### src/rtl/cpu_pkg.sv
// Shared definitions for the instruction-fetch slice.
//   XLEN / ILEN       : address and instruction widths
//   RESET_PC          : default program counter after reset (text segment base)
//   fetch_state_t     : fetch sequencer states
//   is_word_aligned() : true when an address sits on a 4-byte boundary
package cpu_pkg;

  localparam int XLEN = 32;
  localparam int ILEN = 32;

  localparam logic [XLEN-1:0] RESET_PC = 32'h0000_3000;

  typedef enum logic [2:0] {
    IDLE,
    REQ,
    RESP,
    HOLD,
    ERR
  } fetch_state_t;

  function automatic logic is_word_aligned(input logic [XLEN-1:0] addr);
    return (addr[1:0] == 2'b00);
  endfunction

endpackage

### src/rtl/fetch_ctrl_if.sv
// Instruction-memory request/response bus.
//   imem_req    : fetch request (master -> memory)
//   imem_addr   : fetch address (master -> memory)
//   imem_gnt    : request accepted this cycle (memory -> master)
//   imem_rvalid : response data valid (memory -> master)
//   imem_rdata  : response instruction word (memory -> master)
interface fetch_ctrl_if
  import cpu_pkg::*;
  ();

  logic            imem_req;
  logic [XLEN-1:0] imem_addr;
  logic            imem_gnt;
  logic            imem_rvalid;
  logic [ILEN-1:0] imem_rdata;

  modport master (
    output imem_req,
    output imem_addr,
    input  imem_gnt,
    input  imem_rvalid,
    input  imem_rdata
  );

  modport slave (
    input  imem_req,
    input  imem_addr,
    output imem_gnt,
    output imem_rvalid,
    output imem_rdata
  );

endinterface

### src/rtl/fetch_timeout_ctr.sv
// Response timeout counter for the fetch sequencer.
//   clk, rst_n : clock, asynchronous active-low reset
//   clear      : force the count back to zero
//   enable     : count one waiting cycle
//   expired    : count has reached MAX_WAIT-1, i.e. this is the last cycle
//                a response may still arrive without a fault
// The count saturates at MAX_WAIT and never wraps.
module fetch_timeout_ctr #(
  parameter int MAX_WAIT = 15
) (
  input  logic clk,
  input  logic rst_n,
  input  logic clear,
  input  logic enable,
  output logic expired
);

  localparam int CW = $clog2(MAX_WAIT + 1);
  localparam logic [CW-1:0] LIMIT   = CW'(MAX_WAIT - 1);
  localparam logic [CW-1:0] SAT_CNT = CW'(MAX_WAIT);

  logic [CW-1:0] cnt;

  always_ff @(posedge clk or negedge rst_n) begin
    if (!rst_n) begin
      cnt <= '0;
    end else if (clear) begin
      cnt <= '0;
    end else if (enable && (cnt != SAT_CNT)) begin
      cnt <= cnt + CW'(1);
    end
  end

  assign expired = (cnt == LIMIT);

endmodule

### src/rtl/fetch_ctrl.sv
// Instruction-fetch sequencer for the single-cycle core.
// Owns the PC, issues one fetch per instruction over the imem bus, holds the
// fetched word while the core executes it, then loads the next-PC address.
// Misaligned fetch addresses and response timeouts park the block in a
// sticky error state that only rst_n clears.
//   clk, rst_n  : clock, asynchronous active-low reset
//   imem        : instruction-memory bus (master side)
//   ins         : current instruction, stable while ins_valid
//   ins_valid   : ins is under execution
//   iaddr       : address of ins (current PC)
//   npc_valid   : core finished ins, npc_addr is valid
//   npc_addr    : next instruction address
//   stall       : core stall, blocks the PC update
//   retire_cnt  : retired instruction count (wraps)
//   fetch_err   : sticky fault flag
//   err_addr    : PC captured when the fault occurred
module fetch_ctrl #(
  parameter logic [31:0] RESET_PC = cpu_pkg::RESET_PC,
  parameter int          MAX_WAIT = 15
) (
  input  logic                clk,
  input  logic                rst_n,
  fetch_ctrl_if.master        imem,
  output logic [31:0]         ins,
  output logic                ins_valid,
  output logic [31:0]         iaddr,
  input  logic                npc_valid,
  input  logic [31:0]         npc_addr,
  input  logic                stall,
  output logic [31:0]         retire_cnt,
  output logic                fetch_err,
  output logic [31:0]         err_addr
);

  import cpu_pkg::*;

  fetch_state_t state, state_nxt;
  logic [XLEN-1:0] pc;
  logic            tmo_clear;
  logic            tmo_en;
  logic            tmo_expired;
  logic            retire;

  fetch_timeout_ctr #(
    .MAX_WAIT (MAX_WAIT)
  ) u_tmo (
    .clk     (clk),
    .rst_n   (rst_n),
    .clear   (tmo_clear),
    .enable  (tmo_en),
    .expired (tmo_expired)
  );

  always_ff @(posedge clk or negedge rst_n) begin
    if (!rst_n) begin
      state <= IDLE;
    end else begin
      state <= state_nxt;
    end
  end

  always_comb begin
    state_nxt     = state;
    imem.imem_req = 1'b0;
    ins_valid     = 1'b0;
    fetch_err     = 1'b0;
    tmo_clear     = 1'b1;
    tmo_en        = 1'b0;
    retire        = 1'b0;
    case (state)
      IDLE: state_nxt = REQ;
      REQ: begin
        // A misaligned PC never reaches the bus.
        if (!is_word_aligned(pc)) begin
          state_nxt = ERR;
        end else begin
          imem.imem_req = 1'b1;
          if (imem.imem_gnt) state_nxt = RESP;
        end
      end
      RESP: begin
        tmo_clear = 1'b0;
        tmo_en    = !imem.imem_rvalid;
        // A response in the limit cycle still counts as on time.
        if (imem.imem_rvalid)   state_nxt = HOLD;
        else if (tmo_expired)   state_nxt = ERR;
      end
      HOLD: begin
        ins_valid = 1'b1;
        retire    = npc_valid && !stall;
        if (retire) state_nxt = REQ;
      end
      ERR: fetch_err = 1'b1;
      default: state_nxt = IDLE;
    endcase
  end

  always_ff @(posedge clk or negedge rst_n) begin
    if (!rst_n) begin
      pc         <= RESET_PC;
      ins        <= '0;
      retire_cnt <= '0;
      err_addr   <= '0;
    end else begin
      if ((state == REQ) && !is_word_aligned(pc)) begin
        err_addr <= pc;
      end
      if (state == RESP) begin
        if (imem.imem_rvalid)  ins      <= imem.imem_rdata;
        else if (tmo_expired)  err_addr <= pc;
      end
      if (retire) begin
        pc         <= npc_addr;
        retire_cnt <= retire_cnt + 32'd1;
      end
    end
  end

  assign imem.imem_addr = pc;
  assign iaddr          = pc;

endmodule

### src/flat_wrapper.sv
// flat-port wrapper written by rule: the top's interface ports become plain ports
module fetch_ctrl_flat import cpu_pkg::*;
#(
  parameter logic [31:0] RESET_PC = cpu_pkg::RESET_PC,
  parameter int          MAX_WAIT = 15
)
  (clk, rst_n, ins, ins_valid, iaddr, npc_valid, npc_addr, stall, retire_cnt, fetch_err, err_addr, imem_imem_req, imem_imem_addr, imem_imem_gnt, imem_imem_rvalid, imem_imem_rdata);
  fetch_ctrl_if imem_i ();
  input  logic clk;
  input  logic rst_n;
  output logic [31:0] ins;
  output logic ins_valid;
  output logic [31:0] iaddr;
  input  logic npc_valid;
  input  logic [31:0] npc_addr;
  input  logic stall;
  output logic [31:0] retire_cnt;
  output logic fetch_err;
  output logic [31:0] err_addr;
  output wire logic [$bits(imem_i.imem_req)-1:0] imem_imem_req;
  output wire logic [$bits(imem_i.imem_addr)-1:0] imem_imem_addr;
  input wire logic [$bits(imem_i.imem_gnt)-1:0] imem_imem_gnt;
  input wire logic [$bits(imem_i.imem_rvalid)-1:0] imem_imem_rvalid;
  input wire logic [$bits(imem_i.imem_rdata)-1:0] imem_imem_rdata;
  assign imem_imem_req = imem_i.imem_req;
  assign imem_imem_addr = imem_i.imem_addr;
  assign imem_i.imem_gnt = imem_imem_gnt;
  assign imem_i.imem_rvalid = imem_imem_rvalid;
  assign imem_i.imem_rdata = imem_imem_rdata;
  fetch_ctrl #(.RESET_PC(RESET_PC), .MAX_WAIT(MAX_WAIT)) u_core (.clk(clk), .rst_n(rst_n), .imem(imem_i), .ins(ins), .ins_valid(ins_valid), .iaddr(iaddr), .npc_valid(npc_valid), .npc_addr(npc_addr), .stall(stall), .retire_cnt(retire_cnt), .fetch_err(fetch_err), .err_addr(err_addr));
endmodule
### config.mk
export PLATFORM = sky130hd
export DESIGN_NAME = fetch_ctrl_flat
export DESIGN_NICKNAME = d
export VERILOG_FILES = /design/src/rtl/cpu_pkg.sv /design/src/rtl/fetch_ctrl_if.sv /design/src/rtl/fetch_timeout_ctr.sv /design/src/rtl/fetch_ctrl.sv /design/src/flat_wrapper.sv
export SDC_FILE = /design/constraint.sdc
export NUM_CORES = 1
export LEC_CHECK = 0
export CORE_MARGIN = 2
export CORE_UTILIZATION = 47
export DETAILED_ROUTE_END_ITERATION = 8
export PLACE_DENSITY = 0.88
export SLEW_MARGIN = 20
export SYNTH_ARGS = -nofsm -noshare
export SYNTH_HDL_FRONTEND = slang
export SYNTH_SLANG_ARGS = --single-unit
export TNS_END_PERCENT = 5
### constraint.sdc
create_clock -name clk -period 4.5 [get_ports clk]
set_input_delay 0.45 -clock clk [delete_from_list [all_inputs] [get_ports clk]]
set_output_delay 0.45 -clock clk [all_outputs]
set_load 0.02 [all_outputs]
==> run summary <==
The flow ran to the end, and the final reports show no timing, DRC or antenna violations. 0 antenna diodes ended up in the layout. The net count after synthesis came out at around 480. The post-detailed-routing wire length came out at roughly 13000 µm. The number of rows created at floorplan came out at 40. The remaining antenna violation count came out at 0.

The static leakage is 3.62 nW. The total number of vias came out at 4005. The number of placed I/O pins is about 230. The remaining global-route overflow is 0.

The number of antenna violations at the first check in global routing came to 0. The via count of the first global-routing pass is around 4200. In this design, the stage delay of the slowest critical-path cell is about 0.71 ns. The initial cell density of the core came out at 47.9%. The insertion delay of the later-clocked pin in the worst-skew pair is roughly 0.41 ns. Static timing analysis puts the maximum clock frequency at slightly below 400 MHz. The CTS tree is yes. The number of enable-type register cells in the synthesized netlist is 0. Setup repair after global routing left no endpoint under its margin. Excluding fillers, the count of instances in the completed layout stands at 780. The number of max-slew violations in the final report came to 0. The top fanout value on the critical path came out at 11.

The max capacitance violation total came out at 0. The final RePlAce weighted congestion is 0.843. The worst setup path is of the register to output pin kind.

The floorplan step defined a die boundary enclosing 0.0130 mm². The normalized max-slew margin came out at 29.8%. The count of fill cells added during filler insertion is 820. The total of hold buffers inserted after clock tree synthesis is 0.

VDD sags by at most 0.413 mV. The type of origin of the critical path is a register. The total DRC errors in the routed layout is 0. The proportion of register bits with asynchronous set or reset after synthesis is 100%.

In the synthesized netlist the dominant register cell turns out to be sky130_fd_sc_hd__dfrtp_1. The clock input transition at the sequential cells of the worst setup and hold paths came out at 0.06 ns. The worst setup path is captured at an output pin.

The total clock buffers created by CTS came out at 17. In the finished design, the share of the clock period the worst path needs comes to 56.1%. The buffers plus inverters on the worst setup path is 1.

The total of buffers placed on input and output ports is 232. The total power per unit cell area is a little over 700 mW/mm². After technology mapping, the gate count stands at 411.

The maximum number of buffers from clock root to sink came out at 2. The number of hold-slack violations in the final timing report came out at 0. The die span in y is 114 µm.

In the routed layout, each cell is associated on average with a via count of 5.13. The post-synthesis instance area came out at 0.00571 mm². Traced cell by cell, the critical path runs through nand2b_1 -> nor4_1 -> clkdlybuf4s50_1.

The detailed-router iteration count before antenna repair is 4. The maximum clock skew at final layout is a little under 0.01 ns. The global-route usage over all layers is 20.6%. The final net count came out at slightly below 700. The first-pass GRT wire length is 20800 µm. Detailed placement ended at an HPWL of about 9600 µm.

The number of cells in the design after placement came out at about 750. The depth of the CTS H-tree is 4. In the final layout, the share of cells above drive strength 1 is between 20 and 25%. The number of distinct standard cells referenced by the synthesized netlist is 39. The slack of the worst reg-to-reg path came out at 2.20 ns. The worst-path cell with the longest stage delay is sky130_fd_sc_hd__clkdlybuf4s50_1. The path class of the tightest hold or removal check is input port to asynchronous set/reset pin. At the worst endpoint, the required time is around 4 ns. The number of gates resized after CTS came out at 0. Synthesis inferred 135 register bits.

The number of synthesis warnings came out at 0. CTS saw 135 sinks. The average cell area after synthesis is 13.9 µm². The cell family contributing the most delay on the critical path is buffers and inverters.

Summing the sequential cell areas from Yosys gives roughly 59% of the chip area. Data arrives at the worst endpoint at ~2.1 ns. The buffer type at the clock tree root is sky130_fd_sc_hd__clkbuf_16. Dividing the detail-routed wire length by the instance count gives about 17 µm. The final-report setup violation count came out at 0. The final critical-path required period is 2.52 ns.

The measured slew at the worst slew-check pin came out at 1.05 ns. In this run the standard cell core region covers 0.0119 mm². Buffers added to address setup during post-CTS repair amount to 0.

The die outline width is 114 µm. The synthesis-to-finish area growth is 50.5%. The fraction of the core area covered by cells at the end of the flow came out at 72.2%. The accumulated negative setup slack is 0 ns.

Entering global routing, the biggest net connects 93 pins. The number of violations reported at the end of detailed-routing iteration 0 came out at around 190.
stage by stage:
stage	instance area [µm²]	total power (W)	hold WS, ns	worst slack (ns)
final	8590	0.00617	0.111	1.98
after global routing	8590	0.00647	0.174	1.85
after CTS	8570	0.00622	0.137	1.93
after detailed placement	7930	0.00472	0.465	1.64
after global placement	7930	0.00463	0.462	1.73
after floorplan	5710	0.00350	0.154	2.72
cell families (layout without fill, tap and decap cells):
kind of cell | count (synthesis) | in the layout | share of synthesized area (%)
buffers and inverters | 50 | 272 | 6.03
AOI/OAI and AO/OA | 8 | 8 | 0.833
muxes | 97 | 97 | 19.1
xor gates and xnor gates | 32 | 32 | 4.91
DFF | 135 | 135 | 59.2
adders and majority gates | 3 | 3 | 0.658
and+or+nand+nor | 86 | 86 | 9.23
state kept, by name, indices dropped and copies added (netlist names):
name	count
u_core.state	3
u_core.err_addr	32
u_core.retire_cnt	32
u_core.u_tmo.cnt	4
u_core.ins	32
u_core.iaddr	32
path summary, 6_finish.rpt:
check,end,cells past startpoint,startpoint
worst max-delay path,imem_imem_req,3,u_core.state[0]
worst min-delay path,u_core.err_addr[14],1,rst_n
worst max register to register,u_core.iaddr[8],3,u_core.state[0]
worst min register to register,u_core.retire_cnt[31],1,u_core.retire_cnt[31]
max in group asynchronous,u_core.iaddr[8],2,rst_n
min in group clk,u_core.retire_cnt[31],1,u_core.retire_cnt[31]
cell usage in the layout, fill, tap and decap left out, types with 3 or more instances in the layout:
cell                                n
sky130_fd_sc_hd__mux2_2            94
sky130_fd_sc_hd__nand2_1           10
sky130_fd_sc_hd__ha_1               3
sky130_fd_sc_hd__nor4_1             4
sky130_fd_sc_hd__clkbuf_8           3
sky130_fd_sc_hd__nand4_1           17
sky130_fd_sc_hd__clkbuf_16         17
sky130_fd_sc_hd__clkdlybuf4s50_1  231
sky130_fd_sc_hd__inv_1              5
sky130_fd_sc_hd__and3_1             5
sky130_fd_sc_hd__bufinv_16          4
sky130_fd_sc_hd__nand3_1           13
sky130_fd_sc_hd__nand2b_1           4
sky130_fd_sc_hd__dfrtp_1          133
sky130_fd_sc_hd__nor3_1             8
sky130_fd_sc_hd__nor3b_1            3
sky130_fd_sc_hd__xnor2_1           26
sky130_fd_sc_hd__mux2_1             3
sky130_fd_sc_hd__nor2_1             6
sky130_fd_sc_hd__o21ai_0            3
sky130_fd_sc_hd__xor2_1             6
sky130_fd_sc_hd__clkinv_4           3
synth_stat cells (2+ instances only):
cell type	n	area (µm²)
sky130_fd_sc_hd__nor3_1	8	40.0
sky130_fd_sc_hd__a21oi_1	2	10.0
sky130_fd_sc_hd__buf_4	38	285
sky130_fd_sc_hd__dfrtp_1	133	3330
sky130_fd_sc_hd__nand3b_1	2	15.0
sky130_fd_sc_hd__xor2_1	6	52.6
sky130_fd_sc_hd__nor2_1	6	22.5
sky130_fd_sc_hd__nand2_1	10	37.5
sky130_fd_sc_hd__mux2_2	94	1060
sky130_fd_sc_hd__nor4_1	4	25.0
sky130_fd_sc_hd__nand2b_1	4	25.0
sky130_fd_sc_hd__dfstp_2	2	52.6
sky130_fd_sc_hd__nor2_2	2	12.5
sky130_fd_sc_hd__buf_2	5	25.0
sky130_fd_sc_hd__and3_1	5	31.3
sky130_fd_sc_hd__xnor2_1	26	228
sky130_fd_sc_hd__mux2_1	3	33.8
sky130_fd_sc_hd__inv_1	5	18.8
sky130_fd_sc_hd__and2_1	2	12.5
sky130_fd_sc_hd__nor3b_1	3	22.5
sky130_fd_sc_hd__nand3_1	13	65.1
sky130_fd_sc_hd__nand4_1	17	106
sky130_fd_sc_hd__ha_1	3	37.5
sky130_fd_sc_hd__o21ai_0	3	15.0
per-layer routing:
metal / wire (µm) / GRT usage [%] / part of all wire (%) / up-vias
met4: 305 / 8.70 / 2.3 / 0
met2: 6610 / 36.0 / 50 / 181
li1: - / - / - / 1832
met5: 0 / 0 / 0 / -
met1: 5220 / 24.0 / 40 / 1970
met3: 981 / 5.40 / 7.5 / 22
power breakdown:
group / leakage [nW] / internal, W / switching, W
Combinational: 1.58 / 0.00146 / 0.00125
Clock: 0.309 / 0.000972 / 0.000501
Sequential: 1.72 / 0.00166 / 0.000334
Total: 3.62 / 0.00409 / 0.00209
cell type report:
cell class	count	area [µm²]	share of cell area (%)
Inverter	5	18.8	0.218
Clock buffer	21	470	5.47
Timing Repair Buffer	235	2370	27.5
Sequential cell	135	3380	39.3
Multi-Input combinational cell	226	2000	23.3
Clock inverter	11	171	1.99
Tap cell	147	184	2.14
Note: power is estimated with default switching activity, not from simulation.
